==> config.mk <==
export PLATFORM = sky130hd
export DESIGN_NAME = siren_gen
export DESIGN_NICKNAME = d
export VERILOG_FILES = /design/src/rtl/siren_gen.sv
export SDC_FILE = /design/constraint.sdc
export NUM_CORES = 1
export LEC_CHECK = 0
export BUFFER_PORTS_ARGS = -buffer_cell sky130_fd_sc_hd__clkbuf_2
export CAP_MARGIN = 20
export CORE_MARGIN = 5
export CORE_UTILIZATION = 55
export DETAILED_ROUTE_END_ITERATION = 7
export PLACE_DENSITY_LB_ADDON = 0.2
export SKIP_CTS_REPAIR_TIMING = 1
export SYNTH_ARGS = -nofsm -noshare
export SYNTH_HDL_FRONTEND = slang
export SYNTH_SLANG_ARGS = --single-unit
==> constraint.sdc <==
create_clock -name CLK -period 3.6 [get_ports CLK]
set_clock_uncertainty 0.15 [all_clocks]
set_input_delay 0.54 -clock CLK [delete_from_list [all_inputs] [get_ports CLK]]
set_output_delay 0.54 -clock CLK [all_outputs]
set_load 0.02 [all_outputs]
==> src/rtl/siren_gen.sv <==
// Multi-mode siren generator: a swept ramp builds a divider word that sets the
// half-period of a square wave on the speaker pin (steady, wail, yelp, hi-lo).
module siren_gen #(
    parameter int PRESC_W    = 15,
    parameter int RAMP_W     = 7,
    parameter int LOW_W      = 6,
    parameter int YELP_SHIFT = 5
) (
    input  logic                      CLK,
    input  logic                      RST,
    input  logic                      EN,
    input  logic [1:0]                MODE,
    output logic                      SPEAKER,
    output logic                      PHASE,
    output logic [RAMP_W+LOW_W+1:0]   DIV
);

    localparam int DIV_W  = 2 + RAMP_W + LOW_W;
    localparam int FAST_W = PRESC_W - YELP_SHIFT;

    localparam logic [1:0] MODE_STEADY = 2'd0;
    localparam logic [1:0] MODE_WAIL   = 2'd1;
    localparam logic [1:0] MODE_YELP   = 2'd2;
    localparam logic [1:0] MODE_HILO   = 2'd3;

    logic [PRESC_W-1:0] presc_reg;
    logic [RAMP_W-1:0]  cnt_reg;
    logic               dir_reg;
    logic [1:0]         mode_q_reg;
    logic [DIV_W-1:0]   tone_reg;
    logic               speaker_reg;
    logic [DIV_W-1:0]   div_reg;

    logic               slow_tick;
    logic               fast_tick;
    logic               ramp_step;
    logic [RAMP_W-1:0]  ramp_val;
    logic [DIV_W-1:0]   div_next;

    assign slow_tick = EN & (&presc_reg);
    assign fast_tick = EN & (&presc_reg[FAST_W-1:0]);
    assign ramp_step = (mode_q_reg == MODE_YELP) ? fast_tick : slow_tick;

    always_comb begin
        ramp_val = '0;
        case (mode_q_reg)
            MODE_WAIL: ramp_val = dir_reg ? cnt_reg : ~cnt_reg;
            MODE_YELP: ramp_val = cnt_reg;
            MODE_HILO: ramp_val = dir_reg ? {1'b1, {(RAMP_W-1){1'b0}}} : '0;
            default:   ramp_val = '0;
        endcase
    end

    assign div_next = {2'b01, ramp_val, {LOW_W{1'b0}}};

    // Prescaler, ramp and mode register
    always_ff @(posedge CLK or posedge RST) begin
        if (RST) begin
            presc_reg  <= '0;
            cnt_reg    <= '0;
            dir_reg    <= 1'b0;
            mode_q_reg <= MODE_STEADY;
        end else begin
            mode_q_reg <= MODE;
            if (EN)
                presc_reg <= presc_reg + 1'b1;
            if (ramp_step) begin
                cnt_reg <= cnt_reg + 1'b1;
                if (&cnt_reg)
                    dir_reg <= ~dir_reg;
            end
        end
    end

    // The divider word is only sampled at reload, so a half-period never shrinks
    always_ff @(posedge CLK or posedge RST) begin
        if (RST) begin
            tone_reg    <= '0;
            speaker_reg <= 1'b0;
            div_reg     <= '0;
        end else if (!EN) begin
            tone_reg    <= '0;
            speaker_reg <= 1'b0;
        end else if (tone_reg == '0) begin
            tone_reg    <= div_next;
            div_reg     <= div_next;
            speaker_reg <= ~speaker_reg;
        end else begin
            tone_reg <= tone_reg - 1'b1;
        end
    end

    assign SPEAKER = speaker_reg;
    assign PHASE   = dir_reg;
    assign DIV     = div_reg;

endmodule

# Word level (Yosys, flattened, before mapping)
# Index checks and enable logic that the tools add are counted.
# classes
n_mux,8
n_addsub,3
n_reduce_logical,5
bitwise,5
n_eq_ne,4
# op_table
operator,count
two-way mux 15 bit,2
one-hot mux 7 bit (3 select lines),1
"adder 15 x 1 -> 15 bit, second input constant",1
zero test 15 bit,1
AND reduction 15 bit,1
"subtractor 15 x 1 -> 15 bit, second input constant",1
two-way mux 7 bit,2
AND reduction 10 bit,1
AND reduction 8 bit,1
"adder 7 x 1 -> 7 bit, second input constant",1
NOT 7 bit,1
"== test 2 bit, second input constant",2
two-way mux 1 bit,3
AND 1 bit,2
"== test 2 x 1 -> 1 bit, second input constant",1
"inequality test 2 x 1 -> 1 bit, second input constant",1
NOT 1 bit,2
AND reduction 2 bit,1
# word_totals
in_bits,5
output_inout_bits,17
register_bits,49
wordCells,32

# Logic depth before layout (Yosys ltp)
# Gate-level depths: netlist (run 1).
# logic_depth
word_depth,5
ltp_mapped,6
ltp_nobuf,6

# Worst setup path before layout (run 1)
# OpenSTA, ideal clock, no wires.
# synth_path
path_kind,register to register
startpoint,reg tone_reg[4]
endpoint,reg div_reg[11] (netlist: DIV[11])
stages_incl_launch_ff,6
t_arrival_ns,1.989
t_required_ns,3.325
period_less_slack_ns,2.264
setup_slack_ns,1.336
n_path_buf,1
setup_ns,0.125
path_cell_list,dfrtp_1 -> or4_1 -> buf_2 -> or2_4 -> nor3_4 -> mux2_2
# synth_between
elab_chain_len,2
# synth_rtl
element,line_no,rtl
from (decl),30,logic [DIV_W-1:0] tone_reg;
from (signal assigned),85,tone_reg <= div_next;
from (signal assigned),89,tone_reg <= tone_reg - 1'b1;
zero test 15 bit,84,end else if (tone_reg == '0) begin
AND reduction 2 bit (no source line),-,
to (signal assigned),86,div_reg <= div_next;
to (decl),32,logic [DIV_W-1:0] div_reg;
# Every way passes these cells.
# A chain may end at the register's enable or synchronous reset.

# Worst setup path in the final report (run 1)
# layout_path
startpoint,reg tone_reg[4]
endpoint,reg div_reg[6] (netlist: DIV[6])
# The elaborated chain is that of the path after synthesis.

==> impl_results.md, run 1 <==
* CP arrival at 2.46 ns
* Kind of critical path: reg2reg
* Post-synth top area cell: dfrtp_1
* P&R area growth vs syn at 7.50%
* Final min period at 2.41 ns
* Initial core utilization at 0.567
* Total clock buffers created by CTS at 5
* CTS tree: built
* Vert. Die Dim at 77.0 µm
* Top cells by area, synth: dfrtp_1 50%, xnor2_1 7.5%, xor2_1 5.7%
* Port-buffer cells at 14
* Clock latency on the worst-skew pair at 0.31 ns
* Most numerous cell in the Yosys netlist: dfrtp_1
* Total Nets Final at 251
* Slew headroom at 0.464
* First-pass GRT wire length at 7.71 mm
* Fin. Hold Viols at 0
* Leak at 1.23 nW
* Clk slew on worst S/H paths at 0.09 ns
* RSZ-0062 raised after global routing: false
* Post-route insts no fill at 295
* CTS Sinks at 49
* Worst Path Required at 3.65 ns
* Max Cap Viol at 0
* Final ANT Viol Nets at 0
* Most frequent cells after synthesis: 49 x dfrtp_1, 21 x xnor2_1, 16 x xor2_1
* Post-route worst setup slack at 1.19 ns
* Core Region at 4350 µm²
* Outcome: finished clean
* Peak supply drop at 348 µV
* Vias post-DR at 1648
* Ant diodes at 0
* Setup TNS at 0 ns
* Hpwl dp at 3.03 mm
* Fill count at 370
* DRT Pass-1 Iters at 4
* Gp weighted congestion at 0.857
* Largest net degree at the start of global routing at 50
* Total track usage at 0.162
* Die Wd at 77.0 µm
* Crit-path cells: or4_1 > or2_4 > nor3_4 > mux2_2
* Cell Rows at 24
* Final Setup Violations at 0
* Total power at 2.03 mW
* Unique masters post-synth at 40
* CP peak stage delay at 0.65 ns
* Power per Cell Area at 766 nW/µm²
* Wirelength per Cell at 14.6 µm
* Number of synthesized flops with an enable pin at 0
* Vias in the first global route at 1605
* Remaining global-route overflow at 0
* Avg Synthesized Cell Area at 10.6 µm²
* Slowest-stage cell, CP: or4_1
* H-tree depth at 2
* Critical path startpoint category: register
* FMAX at 415 MHz
* Die area at 5930 µm²
* Mapped Cells at 232
* DR vias/cell at 5.59
* Crit share post-route at 0.670
* Ports at 22
* Crit path capture type: register
* Asr flop ratio synth at 1.00
* Flops & latches, synth at 49
* Initial antenna violation count at 0
* CP max FO at 8
* Dpl cells at 285
* DRC violations left at 0
* Worst slack, placed at 1.15 ns
* CTS max path bufs at 2
* Fin util at 0.609
* Synthesized cell area at 2470 µm²
* Worst hold-check path type: in2reg
* Worst Max-Slew Pin Slew at 0.803 ns
* Share of the synthesized area in the top cell type at 0.497
* Yosys warns at 0
* Synth Flop Type: dfrtp_1
* Register area share after synthesis at 0.497
* Share of cells above drive strength 1 at 0.165
* Final Max Slew Viols at 0
* Drt total wl at 4.31 mm
* CTS root buf: clkbuf_8
* Initial DRC Count at 118
metrics by stage:
stage               hold WS, ns  instance area [µm²]
global placement          0.311                 2530
global route              0.175                 2650
finish                    0.182                 2650
detailed placement        0.313                 2530
floorplan                 0.295                 2490
CTS                       0.170                 2620
kinds of logic (layout without fill, tap and decap cells):
| group | after synthesis | in the layout | synth area share |
|---|---|---|---|
| flops | 49 | 49 | 0.497 |
| xor+xnor | 37 | 37 | 0.131 |
| fa+ha+maj | 4 | 4 | 0.0203 |
| buf+inv | 25 | 30 | 0.0492 |
| compound gates | 28 | 28 | 0.0796 |
| simple gates | 78 | 78 | 0.176 |
| other cells | 1 | 7 | 0.00152 |
| mux | 10 | 10 | 0.0451 |
where the power goes:
part	total [mW]	switching, mW	leakage (nW)	internal [mW]
clock	0.344	0.188	0.0512	0.156
combinational	0.826	0.476	0.539	0.349
sequential	0.864	0.152	0.641	0.712
total	2.03	0.816	1.23	1.22
layout make-up:
type | instances | area, µm² | area share
Sequential cell | 49 | 1230 | 0.462
Multi-Input combinational cell | 164 | 1140 | 0.431
Tap cell | 52 | 65.1 | 0.0245
Timing Repair Buffer | 16 | 100 | 0.0377
Clock buffer | 6 | 82.6 | 0.0311
Inverter | 6 | 22.5 | 0.00849
Clock inverter | 2 | 13.8 | 0.00519
cells in the final DEF, fill, tap and decap left out, types with 2 or more instances in the layout:
| cell type | instances |
|---|---|
| a211oi_1 | 3 |
| a21oi_1 | 7 |
| a22o_1 | 5 |
| and3_1 | 5 |
| clkbuf_2 | 14 |
| clkbuf_8 | 6 |
| conb_1 | 7 |
| dfrtp_1 | 49 |
| ha_1 | 4 |
| inv_1 | 5 |
| mux2_2 | 9 |
| nand2_1 | 8 |
| nand3_1 | 8 |
| nand4_1 | 7 |
| nor2_1 | 15 |
| nor2b_1 | 2 |
| nor3_1 | 8 |
| nor3b_1 | 3 |
| nor4_1 | 8 |
| o21ai_0 | 2 |
| o31ai_1 | 4 |
| or2_2 | 4 |
| or3_1 | 3 |
| or4_1 | 3 |
| xnor2_1 | 21 |
| xor2_1 | 16 |
routing by layer:
layer | share of wire | up-vias | track usage
li1 | - | 819 | -
met1 | 0.47 | 796 | 0.219
met2 | 0.47 | 27 | 0.249
met3 | 0.042 | 6 | 0.0504
met4 | 0.014 | 0 | 0.0515
met5 | 0 | - | 0
path summary, 6_finish.rpt:
kind | end | startpoint | cells after the start | slack [ns]
max | DIV[6] | tone_reg[4] | 4 | 1.19
min | mode_q_reg[0] | MODE[0] | 1 | 0.18
max reg2reg | DIV[6] | tone_reg[4] | 4 | 1.19
min reg2reg | presc_reg[14] | presc_reg[14] | 1 | 0.33
max in group asynchronous | presc_reg[11] | RST | 4 | 2.37
min in group asynchronous | presc_reg[1] | RST | 3 | 0.50
worst max-delay path, delay by kind of cell, from the launching register on:
family / cells / cell delay (ns)
flops: 1 / 0.44
mux: 1 / 0.39
simple gates: 3 / 1.33
Note: power is estimated with default switching activity, not from simulation.
==> run 2: changes to the inputs <==
--- a/config.mk
+++ b/config.mk
@@ -5,6 +5,7 @@
 export SDC_FILE = /design/constraint.sdc
 export NUM_CORES = 1
 export LEC_CHECK = 0
+export ABC_AREA = 1
 export BUFFER_PORTS_ARGS = -buffer_cell sky130_fd_sc_hd__clkbuf_2
 export CAP_MARGIN = 20
 export CORE_MARGIN = 5
==> constraint.sdc (replaced) <==
create_clock -name CLK -period 2.34 [get_ports CLK]
set_clock_uncertainty 0.15 [all_clocks]
set_input_delay 0.351 -clock CLK [delete_from_list [all_inputs] [get_ports CLK]]
set_output_delay 0.351 -clock CLK [all_outputs]
set_load 0.02 [all_outputs]
==> run 2 against run 1 <==
  * Worst hold slack improved by 0.14 ns
  * First-iteration DRC count is 1.7% higher
  * Fmax rose by 49%
  * Global-route usage grew 1.1 points
  * Register-to-register slack lost 0.47 ns
  * Die area up 11%
  * Count of clock-buffer cells in the layout grew 1
  * Via count up 23%
  * Worst setup slack got worse by 0.47 ns
==> impl_results.md, run 2 <==
* Share of cells above drive strength 1 at 0.185 (+0.0203)
* Synthesized cell area at 2770 µm² (+12%)
* Power per Cell Area at 1130 nW/µm² (+47%)
* Initial core utilization at 0.575 (+0.00837)
* CTS root buf: clkbuf_8
* Vias post-DR at 2020 (+23%)
* CP arrival at 1.67 ns (-0.79 ns)
* H-tree depth at 2 (unchanged)
* Most common cell after layout, fill and taps aside: nand2_1
* Worst Path Required at 2.39 ns (-1.26 ns)
* Final Max Slew Viols at 0 (unchanged)
* Multi-input logic area at 1350 µm² (+18%)
* Max Cap Viol at 0 (unchanged)
* RSZ-0062 raised after global routing: false
* Post-route worst setup slack at 0.718 ns (-0.471 ns)
* Synth Flop Type: dfrtp_1
* Worst hold-check path type: reg2reg
* Worst slack, placed at 0.701 ns (-0.448 ns)
* Kind of critical path: reg2reg
* Die Wd at 81.0 µm (+5.2%)
* Total power at 3.44 mW (+69%)
* Clk slew on worst S/H paths at 0.08 ns (about the same)
* Largest net degree at the start of global routing at 50 (unchanged)
* Total Nets Final at 365 (+45%)
* Final Setup Violations at 0 (unchanged)
* Vias in the first global route at 1964 (+22%)
* Drt total wl at 4.89 mm (+13%)
* Register area at 1230 µm² (unchanged)
* CTS Sinks at 49 (unchanged)
* Initial antenna violation count at 0 (unchanged)
* Critical path startpoint category: register
* Hpwl dp at 3.67 mm (+21%)
* Share of the synthesized area in the top cell type at 0.442 (-0.0543)
* First-pass GRT wire length at 8.84 mm (+15%)
* Ant diodes at 0 (unchanged)
* DRC violations left at 0 (unchanged)
* CP max FO at 7 (-1)
* Unique masters post-synth at 32 (-20%)
* FMAX at 617 MHz (+49%)
* Post-DP Area at 2900 µm² (+15%)
* Flops & latches, synth at 49 (unchanged)
* Commonest non-fill, non-tap cells in the layout: 86 x nand2_1, 49 x dfrtp_1, 36 x inv_1
* Fin area at 3050 µm² (+15%)
* Vert. Die Dim at 81.0 µm (+5.2%)
* Most frequent cells after synthesis: 86 x nand2_1, 49 x dfrtp_1, 37 x inv_1
* P&R area growth vs syn at 10.0%
* Avg Synthesized Cell Area at 8.30 µm² (-22%)
* Final min period at 1.62 ns (-0.789 ns)
* Total clock buffers created by CTS at 5 (unchanged)
* Hold Slack at 0.319 ns (+0.137 ns)
* Register area share after synthesis at 0.442 (-0.0543)
* Leak at 1.66 nW (+35%)
* Asr flop ratio synth at 1.00 (unchanged)
* DRT Pass-1 Iters at 4 (unchanged)
* Cell Rows at 25 (+4.2%)
* CTS tree: built
* Yosys warns at 0 (unchanged)
* Number of synthesized flops with an enable pin at 0 (unchanged)
* DR vias/cell at 4.76 (-15%)
* CTS max path bufs at 2 (unchanged)
* Mapped Cells at 334 (+44%)
* Remaining global-route overflow at 0 (unchanged)
* Fin. Hold Viols at 0 (unchanged)
* Ports at 22 (unchanged)
* Crit path capture type: register
* Setup TNS at 0 ns (unchanged)
* Post-synth top area cell: dfrtp_1
* Clock latency on the worst-skew pair at 0.30 ns (about the same)
* Peak supply drop at 413 µV (+19%)
* Final ANT Viol Nets at 0 (unchanged)
* Total track usage at 0.173 (+0.0111)
* Wirelength per Cell at 11.5 µm (-21%)
* Fill count at 447 (+21%)
* Hold Crit Depth at 1 (unchanged)
* Core Region at 4820 µm² (+11%)
* Initial DRC Count at 120 (+1.7%)
* Crit share post-route at 0.693 (+0.0234)
* Port-buffer cells at 14 (unchanged)
* Outcome: finished clean
* Worst r2r path cells at 8 (+4)
* Die area at 6560 µm² (+11%)
* Most numerous cell in the Yosys netlist: nand2_1
* Top cells by area, synth: dfrtp_1 44%, nand2_1 12%, xor2_1 6.6%
* Gp weighted congestion at 0.878 (+2.5%)
run 2: power breakdown:
| part | internal, mW | leakage [nW] | switching [mW] |
|---|---|---|---|
| clock | 0.348 | 0.0585 | 0.265 |
| combinational | 0.545 | 0.998 | 0.963 |
| sequential | 1.09 | 0.608 | 0.225 |
run 2: cell families (layout without fill, tap and decap cells):
| kind of cell | Yosys count | count (layout) | share of synthesized area |
|---|---|---|---|
| AOI/OAI and AO/OA | 12 | 12 | 0.0248 |
| xor gates and xnor gates | 26 | 26 | 0.0822 |
| adders and majority gates | 4 | 4 | 0.0181 |
| buffers and inverters | 50 | 67 | 0.0790 |
| DFF | 49 | 49 | 0.442 |
| other | 1 | 7 | 0.00135 |
| and+or+nand+nor | 192 | 192 | 0.352 |
run 2: metrics by stage:
step,cells,utilization
global placement,413,0.603
finish,424,0.633
global route,424,0.633
floorplan,340,-
detailed placement,413,0.603
CTS,421,0.627
run 2: area by class of cell:
| cell class | instances | share of cell area |
|---|---|---|
| Multi-Input combinational cell | 241 | 0.442 |
| Sequential cell | 49 | 0.402 |
| Inverter | 41 | 0.0505 |
| Timing Repair Buffer | 18 | 0.0394 |
| Clock buffer | 7 | 0.0283 |
| Tap cell | 67 | 0.0275 |
| Clock inverter | 1 | 0.00985 |
run 2: layer usage:
| layer | up-vias | global-route usage | routed length, µm |
|---|---|---|---|
| li1 | 1062 | - | - |
| met1 | 931 | 0.226 | 2310 |
| met2 | 21 | 0.285 | 2360 |
| met3 | 6 | 0.0399 | 155 |
| met4 | 0 | 0.0574 | 70 |
| met5 | - | 0 | 0 |
run 2: worst paths after layout:
path | from | endpoint | slack, ns
setup / recovery | presc_reg[0] | PHASE | 0.72
hold / removal | tone_reg[0] | tone_reg[0] | 0.32
setup reg to reg | presc_reg[0] | PHASE | 0.72
hold reg to reg | tone_reg[0] | tone_reg[0] | 0.32
max in group asynchronous | RST | presc_reg[14] | 1.35
min in group asynchronous | RST | tone_reg[3] | 0.46
run 2: worst max-delay path, cell delays in order, from the launching register on:
cell and delay (ns):
dfrtp_1 0.42, ha_1 0.22, nand3_2 0.12, clkinv_1 0.10
nand2_4 0.07, nor2_8 0.18, nand4_1 0.13, nand2_1 0.08
nand2_1 0.05
==> run 3: changes to the inputs <==
--- a/config.mk
+++ b/config.mk
@@ -9,7 +9,7 @@
 export BUFFER_PORTS_ARGS = -buffer_cell sky130_fd_sc_hd__clkbuf_2
 export CAP_MARGIN = 20
 export CORE_MARGIN = 5
-export CORE_UTILIZATION = 55
+export CORE_UTILIZATION = 54
 export DETAILED_ROUTE_END_ITERATION = 7
 export PLACE_DENSITY_LB_ADDON = 0.2
 export SKIP_CTS_REPAIR_TIMING = 1
==> constraint.sdc (replaced) <==
create_clock -name CLK -period 1.3 [get_ports CLK]
set_clock_uncertainty 0.15 [all_clocks]
set_input_delay 0.195 -clock CLK [delete_from_list [all_inputs] [get_ports CLK]]
set_output_delay 0.195 -clock CLK [all_outputs]
set_load 0.02 [all_outputs]
==> run 3 against run 2 <==
  * The flow now finishes with violations (setup timing)
  * First-iteration DRC count is 13% lower
  * Fmax rose by 4.1%
  * Register-to-register slack got worse by 0.98 ns
  * Worst hold slack worse by 0.26 ns
  * Clock power increased by 41%
  * Routed wire length grew 33%
  * Total power is 130% higher
  * Critical path depth up 1
  * Die area grew 1.6%
  * Utilization up 14 points
  * Sequential power is 82% higher
  * Flip-flop and latch count did not move
  * Critical path type unchanged
  * Highest routed layer unchanged
==> impl_results.md, run 3 (same netlist as run 2, synthesis figures left out) <==
* Met2 WL at 3.48 mm (+48%)
* DRT Pass-1 Iters at 4 (unchanged)
* R2r setup slk at -0.26 ns (-0.98 ns)
* RSZ-0062 raised after global routing: true
* CP arrival at 1.60 ns (-0.07 ns)
* Post-route worst setup slack at -0.257 ns (-0.975 ns)
* Crit-path leading delay family: simple AND/OR/NAND/NOR gates
* Commonest non-fill, non-tap cells in the layout: 78 x nand2_1, 60 x buf_4, 47 x dfrtp_1
* Worst Path Required at 1.34 ns (-1.05 ns)
* Drt total wl at 6.49 mm (+33%)
* H-tree depth at 2 (unchanged)
* FF-to-FF End: tone_reg[12]
* HP Start: EN
* Initial antenna violation count at 0 (unchanged)
* Hold Crit Depth at 3 (+2)
* Power per Cell Area at 2020 nW/µm² (+79%)
* Critical path startpoint category: register
* Worst r2r path cells at 9 (+1)
* Port-buffer cells at 14 (unchanged)
* DRC violations left at 0 (unchanged)
* Failing checks: setup timing
* Total clock buffers created by CTS at 5 (unchanged)
* Hpwl dp at 4.63 mm (+26%)
* Vias in the first global route at 2245 (+14%)
* Cell Rows at 26 (+4.0%)
* Final min period at 1.56 ns (-0.0646 ns)
* Outcome: finished, violations left
* Fin. Hold Viols at 0 (unchanged)
* Initial DRC Count at 104 (-13%)
* Worst Hold End: presc_reg[1]
* CTS root buf: clkbuf_8
* Worst hold-check path type: in2reg
* Crit share post-route at 1.20 (+0.505)
* Most common cell after layout, fill and taps aside: nand2_1
* Crit path capture type: register
* Peak supply drop at 1070 µV (+160%)
* Largest net degree at the start of global routing at 19 (-62%)
* Vert. Die Dim at 81.6 µm (+0.81%)
* Worst slack, placed at -0.289 ns (-0.990 ns)
* CTS Sinks at 49 (unchanged)
* Max Cap Viol at 0 (unchanged)
* Total track usage at 0.195 (+0.0215)
* Final Max Slew Viols at 0 (unchanged)
* Die Wd at 81.6 µm (+0.81%)
* Worst r2r src: tone_reg[5]
* Vias post-DR at 2426 (+20%)
* Leak at 2.07 nW (+25%)
* CTS tree: built
* Die area at 6670 µm² (+1.6%)
* Post-route insts no fill at 500 (+18%)
* Highest metal used: met4
* Met1 wire length at 2.76 mm (+20%)
* First-pass GRT wire length at 9.98 mm (+13%)
* Kind of critical path: reg2reg
* Core Region at 5040 µm² (+4.7%)
* FMAX at 642 MHz (+4.1%)
* Critical Path Stages at 9 (+1)
* Crit-path cells: nor2_4 > nand2_4 > inv_2 > nand2_4 > nor2_8 > buf_12 > nor2_4 > nand3_1 > nand2_1
* Wirelength per Cell at 13.0 µm (+13%)
* Final ANT Viol Nets at 0 (unchanged)
* CTS max path bufs at 2 (unchanged)
* Ant diodes at 0 (unchanged)
* Slowest-stage cell, CP: dfrtp_1
* Gp weighted congestion at 0.919 (+4.6%)
* Bufs and invs on worst path at 2 (+1)
* CP max FO at 6 (-1)
* Final Setup Violations at 43 (+43)
* Clk slew on worst S/H paths at 0.09 ns (about the same)
* Remaining global-route overflow at 0 (unchanged)
* P&R area growth vs syn at 41.0%
* DR vias/cell at 4.85 (+1.8%)
* CP peak stage delay at 0.43 ns (about the same)
* Share of cells above drive strength 1 at 0.423 (+0.238)
* Dpl cells at 471 (+14%)
* Clock latency on the worst-skew pair at 0.30 ns (about the same)
* Ports at 22 (unchanged)
* Met3 wire length at 188 µm (+21%)
* Total Nets Final at 438 (+20%)
* Fill count at 360 (-19%)
* Initial core utilization at 0.550 (-0.0257)
==> run 3: final cells by class <==
type                            instances  area (µm²)  share of cell area
Tap cell                               70        87.6              0.0224
Sequential cell                        49        1230               0.314
Inverter                               41         163              0.0416
Multi-Input combinational cell        243        1620               0.415
Timing Repair Buffer                   89         727               0.186
Clock buffer                            8        80.1              0.0205
==> run 3: worst min-delay path: cells and delay by family <==
kind / cells / cell delay (ns)
and+or+nand+nor: 2 / 0.13
buffers and inverters: 1 / 0.14
==> run 3: per-layer routing <==
layer	global-route usage	vias up
met5	0	-
met4	0.0498	0
met3	0.0406	4
met2	0.340	32
met1	0.247	1171
li1	-	1219
==> run 3: through the flow <==
step / total power, mW / TNS, ns / hold slack (ns) / util / area [µm²]
after floorplan: 4.71 / -2.24 / 0.0764 / - / 2850
after detailed placement: 5.93 / -6.00 / 0.0453 / 0.674 / 3400
final: 7.90 / -6.79 / 0.0548 / 0.775 / 3910
after global routing: 8.46 / -10.08 / 0.0640 / 0.775 / 3910
after global placement: 5.80 / -4.80 / 0.0476 / 0.674 / 3400
after CTS: 6.81 / -6.68 / -0.284 / 0.690 / 3480
==> run 3: worst max path at each step <==
stage	from	endpoint	slack, ns
after detailed placement	tone_reg[1]	tone_reg[6]	-0.29
final	tone_reg[5]	tone_reg[12]	-0.26
after floorplan	presc_reg[0]	PHASE	-0.11
after CTS	tone_reg[1]	tone_reg[6]	-0.30
after global routing	tone_reg[5]	tone_reg[12]	-0.33
after global placement	tone_reg[3]	tone_reg[6]	-0.24
==> run 3: where the power goes <==
group | internal [mW] | switching [mW]
Sequential | 1.97 | 0.419
Combinational | 2.10 | 2.54
Clock | 0.383 | 0.482
Total | 4.45 | 3.45
